--- src/rtl/div_result_buffer.sv ---
// Result buffer behind the multicycle divider: reserves a slot per issued op, captures q or r
// on the divider's done pulse, and hands results to the consumer through a valid/ready FIFO.
module div_result_buffer #(
  parameter int N_BITS = 32,
  parameter int DEPTH  = 4
) (
  input  logic                       clk_i,
  input  logic                       rst_i,
  input  logic                       issue_valid_i,
  input  logic                       issue_rem_i,
  output logic                       issue_ready_o,
  input  logic                       div_valid_i,
  input  logic [N_BITS-1:0]          div_q_i,
  input  logic [N_BITS-1:0]          div_r_i,
  output logic                       res_valid_o,
  output logic [N_BITS-1:0]          res_data_o,
  input  logic                       res_ready_i,
  output logic [$clog2(DEPTH+1)-1:0] count_o,
  output logic                       err_o
);

  localparam int CW = $clog2(DEPTH + 1);
  localparam int PW = $clog2(DEPTH);
  localparam logic [CW:0] DEPTH_W = (CW + 1)'(DEPTH);

  logic [N_BITS-1:0] data_mem [DEPTH];
  logic [DEPTH-1:0]  tag_reg;
  logic [DEPTH-1:0]  tag_we;

  logic [PW-1:0]     wr_ptr_reg, rd_ptr_reg, tag_wr_ptr_reg, tag_rd_ptr_reg;
  logic [PW-1:0]     rd_ptr_next;
  logic [CW-1:0]     count_reg, count_next;
  logic [CW-1:0]     inflight_reg, inflight_next;
  logic              err_reg;
  logic [N_BITS-1:0] res_data_reg, res_data_next;

  logic              issue_fire, capture_fire, stray_fire, drain_fire;
  logic [N_BITS-1:0] cap_data;
  logic [CW:0]       occupancy;

  // Credit check uses registered state only, so issue_ready_o never depends on issue_valid_i.
  assign occupancy     = {1'b0, count_reg} + {1'b0, inflight_reg};
  assign issue_ready_o = (occupancy < DEPTH_W);
  assign res_valid_o   = (count_reg != '0);
  assign res_data_o    = res_data_reg;
  assign count_o       = count_reg;
  assign err_o         = err_reg;

  assign issue_fire   = issue_valid_i & issue_ready_o;
  assign capture_fire = div_valid_i & (inflight_reg != '0);
  assign stray_fire   = div_valid_i & (inflight_reg == '0);
  assign drain_fire   = res_valid_o & res_ready_i;
  assign cap_data     = tag_reg[tag_rd_ptr_reg] ? div_r_i : div_q_i;

  for (genvar gi = 0; gi < DEPTH; gi++) begin : g_tag_we
    assign tag_we[gi] = issue_fire && (tag_wr_ptr_reg == PW'(gi));
  end

  always_comb begin
    count_next    = count_reg + CW'(capture_fire) - CW'(drain_fire);
    inflight_next = inflight_reg + CW'(issue_fire) - CW'(capture_fire);
    rd_ptr_next   = rd_ptr_reg + PW'(drain_fire);
    res_data_next = res_data_reg;
    // Head register tracks the entry that will be at the front after this edge; the slot
    // being written this edge is forwarded since the array read would still be stale.
    if (count_next != '0) begin
      if (capture_fire && (wr_ptr_reg == rd_ptr_next)) begin
        res_data_next = cap_data;
      end else begin
        res_data_next = data_mem[rd_ptr_next];
      end
    end
  end

  always_ff @(posedge clk_i) begin
    if (capture_fire) begin
      data_mem[wr_ptr_reg] <= cap_data;
    end
  end

  always_ff @(posedge clk_i) begin
    if (rst_i) begin
      tag_reg <= '0;
    end else begin
      for (int i = 0; i < DEPTH; i++) begin
        if (tag_we[i]) begin
          tag_reg[i] <= issue_rem_i;
        end
      end
    end
  end

  always_ff @(posedge clk_i) begin
    if (rst_i) begin
      wr_ptr_reg     <= '0;
      rd_ptr_reg     <= '0;
      tag_wr_ptr_reg <= '0;
      tag_rd_ptr_reg <= '0;
      count_reg      <= '0;
      inflight_reg   <= '0;
      err_reg        <= 1'b0;
      res_data_reg   <= '0;
    end else begin
      wr_ptr_reg     <= wr_ptr_reg + PW'(capture_fire);
      rd_ptr_reg     <= rd_ptr_next;
      tag_wr_ptr_reg <= tag_wr_ptr_reg + PW'(issue_fire);
      tag_rd_ptr_reg <= tag_rd_ptr_reg + PW'(capture_fire);
      count_reg      <= count_next;
      inflight_reg   <= inflight_next;
      err_reg        <= err_reg | stray_fire;
      res_data_reg   <= res_data_next;
    end
  end

  a_no_overflow : assert property (@(posedge clk_i) disable iff (rst_i) occupancy <= DEPTH_W);

endmodule

--- config.mk ---
export PLATFORM = sky130hd
export DESIGN_NAME = div_result_buffer
export DESIGN_NICKNAME = d
export VERILOG_FILES = /design/src/rtl/div_result_buffer.sv
export SDC_FILE = /design/constraint.sdc
export NUM_CORES = 1
export LEC_CHECK = 0
export CAP_MARGIN = 20
export CORE_MARGIN = 2
export CORE_UTILIZATION = 40
export DETAILED_ROUTE_END_ITERATION = 8
export GPL_TIMING_DRIVEN = 0
export HOLD_SLACK_MARGIN = 0.1
export PLACE_DENSITY = 0.63
export SLEW_MARGIN = 20
export SYNTH_ARGS = -nofsm -noshare
export SYNTH_HDL_FRONTEND = slang
export SYNTH_SLANG_ARGS = --single-unit
--- constraint.sdc ---
create_clock -name clk_i -period 3.49 [get_ports clk_i]
set_input_delay 0.698 -clock clk_i [delete_from_list [all_inputs] [get_ports clk_i]]
set_output_delay 0.698 -clock clk_i [all_outputs]
set_load 0.05 [all_outputs]
After elaboration in Yosys (flattened, before gate mapping)
Memory sizes are Yosys's and may differ from the RTL's. A register that Yosys moved wholly into a read port is not among the register bits.
Cells that the tools add are included.
- bitwise gates (word level): 5
- equal/unequal tests: 3
- magnitude comparators: 2
- reduce and logical (&&, ||, !) cells: 9
- add/sub/neg operators: 9
- mux-type cells: 5
- operators with widths (kind ; count):
    2-to-1 mux 32 bit ; 1
    nonzero test 3 bit ; 3
    adder 2 x 1 -> 2 bit ; 4
    adder 3 x 1 -> 3 bit ; 2
    subtractor 3 x 1 -> 3 bit ; 2
    adder 3 x 3 -> 4 bit ; 1
    AND 1 bit ; 4
    == test 2 bit, second input constant ; 2
    logical AND 1 bit ; 4
    less-than comparator 4 x 3 -> 1 bit, second input constant ; 1
    zero test 3 bit ; 1
    less-than comparator 2 x 3 -> 1 bit, second input constant ; 1
    2-to-1 mux 1 bit ; 3
    binary-select mux 1 bit (select 2 bit) ; 1
    == test 2 x 1 -> 1 bit, second input constant ; 1
    zero test 2 bit ; 1
    bitwise OR 1 bit ; 1
- word-level logic and storage cells: 45
- RAM bits: 128
- memories: 1
- output and inout port bits: 38
- input bits: 70
- register bits after elaboration: 19
- memories (memory ; depth ; bits a word ; read ports ; clocked after Yosys merged registers in ; write ports ; line ; RTL):
    data_mem ; 4 ; 32 ; 1 ; 1 ; 1 ; 26 ; logic [N_BITS-1:0] data_mem [DEPTH];

Logic depth before layout (Yosys ltp)
- word-level depth: 5
- depth in mapped cells: 12
- depth with buffers taken out: 10

Worst setup path before layout
Ideal clock, no wire load.
- path kind: input-to-reg
- from: input div_valid_i
- to: memory data_mem[2][0] (enable)
- cell stages on the path: 2
- slack: -0.188 ns
- buffers on the path: 0
- arrival time: 3.210 ns
- library setup time: 0.468 ns
- required time: 3.022 ns
- cell sequence: nand2b_1 > nor3b_1
- longest elaborated chain between the ends: 3
- RTL lines (element ; line ; RTL):
    from (decl) ; 12 ; input logic div_valid_i,
    AND 1 bit ; 50 ; assign capture_fire = div_valid_i & (inflight_reg != '0);
    2-to-1 mux 1 bit ; 76 ; if (capture_fire) begin
    2-to-1 mux 1 bit (not written as such) ; 77 ; data_mem[wr_ptr_reg] <= cap_data;
    to (decl) ; 26 ;
No other way between the ends.

Final worst setup path
- from: input div_valid_i
- to: register res_data_reg[26], in the netlist res_data_o[26] (read register of data_mem)
- longest elaborated chain between the ends: 4
- RTL lines (element ; line ; RTL):
    AND 1 bit ; 50 ;
    adder 3 x 1 -> 3 bit ; 60 ; count_next = count_reg + CW'(capture_fire) - CW'(drain_fire);
    subtractor 3 x 1 -> 3 bit ; 60 ;
    nonzero test 3 bit ; 66 ; if (count_next != '0) begin
    to (decl) ; 35 ; logic [N_BITS-1:0] res_data_reg, res_data_next;
No other way between the ends.
A chain may end at the register's enable or synchronous reset.

==> summary.md <==
| Metric | Value |
|---|---|
| DIE WIDTH | `141.5 microns` |
| Worst rel slew slack | `0.6114` |
| Pwr dens | `~950 nW/um^2` |
| Number of flip-flops in the largest register | `128` |
| Mux share of post-synthesis cell area | `0.2033` |
| CTS clk-pin slew, worst paths | `0.07 ns` |
| Area of the multi-input gates | `~2500 sq um` |
| Lkg Pwr | `0.003561 uW` |
| Period utilisation layout | `0.9562` |
| Tightest Hold Check Type | `primary input to flop` |
| Required time of the critical path | `roughly 3.8 ns` |
| Ports | `108` |
| Hold Buf Count CTS | `0` |
| Post-Route WL | `roughly 15000 microns` |
| Area growth, synth to finish | `28.03%` |
| Slew Viols, Final | `0` |
| Post-synth top area share | `0.5085` |
| Largest net degree at the start of global routing | `23` |
| Total number of vias | `4253` |
| Hpwl dp | `about 11000 microns` |
| Pre-CTS setup slack | `-0.3476 ns` |
| RePlAce Congestion | `slightly below 0.8` |
| Clk Latency, worst-skew pair | `0.43 ns` |
| Vias per inst | `slightly above 5` |
| Number of nets in the layout | `659` |
| Arrival time worst endpoint | `3.62 ns` |
| Commonest cells in the netlist | `edfxtp_1, dfxtp_1, nor2_1` |
| Core area | `about 19000 sq um` |
| Top_reg_cell synth | `edfxtp_1` |
| Mapped Area | `~7600 sq um` |
| Worst Tran Pin Value | `0.5810 ns` |
| CP Capture Type | `flop` |
| RSZ-0062 raised after global routing | `no` |
| CP Launch Type | `primary input` |
| Async SR Flop Fraction | `0` |
| Post-DRT Antenna Nets | `0` |
| Min Clock Period, post-route | `between 3 and 4 ns` |
| Pre-antenna DRT Iters | `4` |
| DRC Markers | `0` |
| Endpoints failing setup | `0` |
| Post-synthesis xor/xnor area fraction | `0.01506` |
| Clk sinks | `between 150 and 200` |
| Status | `finished, final reports clean` |
| Synthesized area per cell | `17.14 sq um` |
| Routed wire per std cell | `18.60 microns` |
| Gr ovfl total | `0` |
| First DRT Iteration DRCs | `around 230` |
| Yosys cell types | `37` |
| Worst Setup Slack, final | `0.1528 ns` |
| Synth Register Bits | `179` |
| Post-Synthesis Cells | `roughly 440` |
| CP max FO | `10` |
| Row Count | `50` |
| Ranking of synthesized cells by area | `edfxtp_1, dfxtp_1, mux4_2` |
| Post-synthesis sequential area ratio | `0.6436` |
| Fmax | `about 0.3 GHz` |
| Inserted Diodes | `0` |
| Num CTS Buffers | `17` |
| Initial antenna violation count | `0` |
| Final Power | `9158 uW` |
| Initial Utilization | `0.4054` |
| Yosys warns | `0` |
| Setup CP Type | `primary input to flop` |
| Final Hold Viols | `0` |
| Simple-gate area share of the yosys netlist | `0.04403` |
| First-pass GRT wire length | `23920 microns` |
| Share of layout cells above drive strength 1 | `0.2322` |
| Clock tree buffer depth | `2` |
| Main combinational cell family by area after synthesis | `multiplexers` |
| Max_cap viols | `0` |
| Synthesized net count | `523` |
| Synth Area in Compound Gates | `0.03973` |
| Setup Skew | `0.01231 ns` |
| Register area | `around 4900 sq um` |
| Area of the die | `20010 sq um` |
| CTS tree | `done` |
| Overall Global Routing Usage | `0.1613` |
| Synth area leader | `edfxtp_1` |
| Die Y-Extent | `141.5 microns` |
| Adder-Cell Fraction of Synth Area | `0.02185` |
| H-tree depth | `4` |
| Final core utilization | `0.5191` |
| Root Driver | `clkbuf_16` |
| Post-synth EDFFs | `around 130` |
| PortBufs | `106` |
| Maximum VDD drop | `around 490 uV` |
| Number of global-route vias before repair | `4397` |
| Most numerous cell in the Yosys netlist | `edfxtp_1` |
| Number of fill cells | `1528` |
==> report_power, final <==
part           switching, uW  total, uW  internal [uW]  leakage [uW]
sequential               196       2980           2780       0.00158
clock                    813       1890           1080      0.000279
combinational           2400       4290           1890       0.00170
total                   3410       9160           5750       0.00356
==> cells in the final DEF (no fill, tap or decap), drive strengths merged, types with 10 or more instances in the layout <==
master	n
buf	30
nor2b	10
dfxtp	51
edfxtp	128
a211oi	32
clkdlybuf4s50	106
nor2	38
ha	10
mux2	32
mux2i	32
clkbuf	25
inv	12
mux4	33
==> area by class of cell <==
cell class	count	area share
Sequential cell	179	0.5027
Multi-Input combinational cell	226	0.2561
Clock inverter	14	0.01577
Clock buffer	18	0.04538
Buffer	27	0.02198
Timing Repair Buffer	117	0.1243
Inverter	9	0.003491
Tap cell	234	0.03026
==> logic make-up after synthesis <==
family	count (synthesis)
compound gates	41
xor+xnor	9
fa+ha+maj	12
buf+inv	36
flops	179
mux	97
simple gates	67
==> timing repair <==
action | 4_1_cts | 5_1_grt
gates resized for setup | 0 | 2
endpoints found under the hold margin | 0 | 0
setup endpoints to repair | 0 | 2
setup buffers | 0 | 0
==> per-stage QoR <==
| stage | hold WS [ns] | std cells | area (sq um) | TNS, ns |
|---|---|---|---|---|
| 6_report | 0.4739 | 824 | 9677 | 0 |
| 3_3_place_gp | 0.4583 | 781 | 8922 | -146.43 |
| 3_5_place_dp | 0.4640 | 792 | 9084 | -8.011 |
| 4_1_cts | 0.4649 | 824 | 9676 | 0 |
| 2_1_floorplan | 0.4453 | 441 | 7569 | 0 |
| 5_1_grt | 0.4705 | 824 | 9677 | 0 |
==> final timing paths <==
path,from,endpoint,slack (ns),cells after the start
setup / recovery,div_valid_i,res_data_o[26],0.15,12
hold / removal,rst_i,count_o[2],0.47,2
setup reg to reg,count_o[0],res_data_o[26],0.18,12
hold reg to reg,tag_reg[0],tag_reg[0],0.47,2
==> metal layers <==
metal | routed length, microns | up-vias | global-route usage
met2 | 7925 | 110 | 0.2810
li1 | - | 1988 | -
met3 | 772 | 18 | 0.04286
met1 | 6406 | 2137 | 0.1969
met4 | 226 | 0 | 0.05000
met5 | 0 | - | 0
==> worst max-delay path, stage by stage <==
cell,delay [ns]
clkdlybuf4s50_1,0.48
nand2b_1,0.17
ha_1,0.33
inv_1,0.04
ha_1,0.18
fa_1,0.39
xnor3_1,0.36
or3_1,0.33
buf_6,0.16
clkbuf_1,0.26
nor2_1,0.16
a211oi_1,0.06
(Power assumes the default switching activity.)
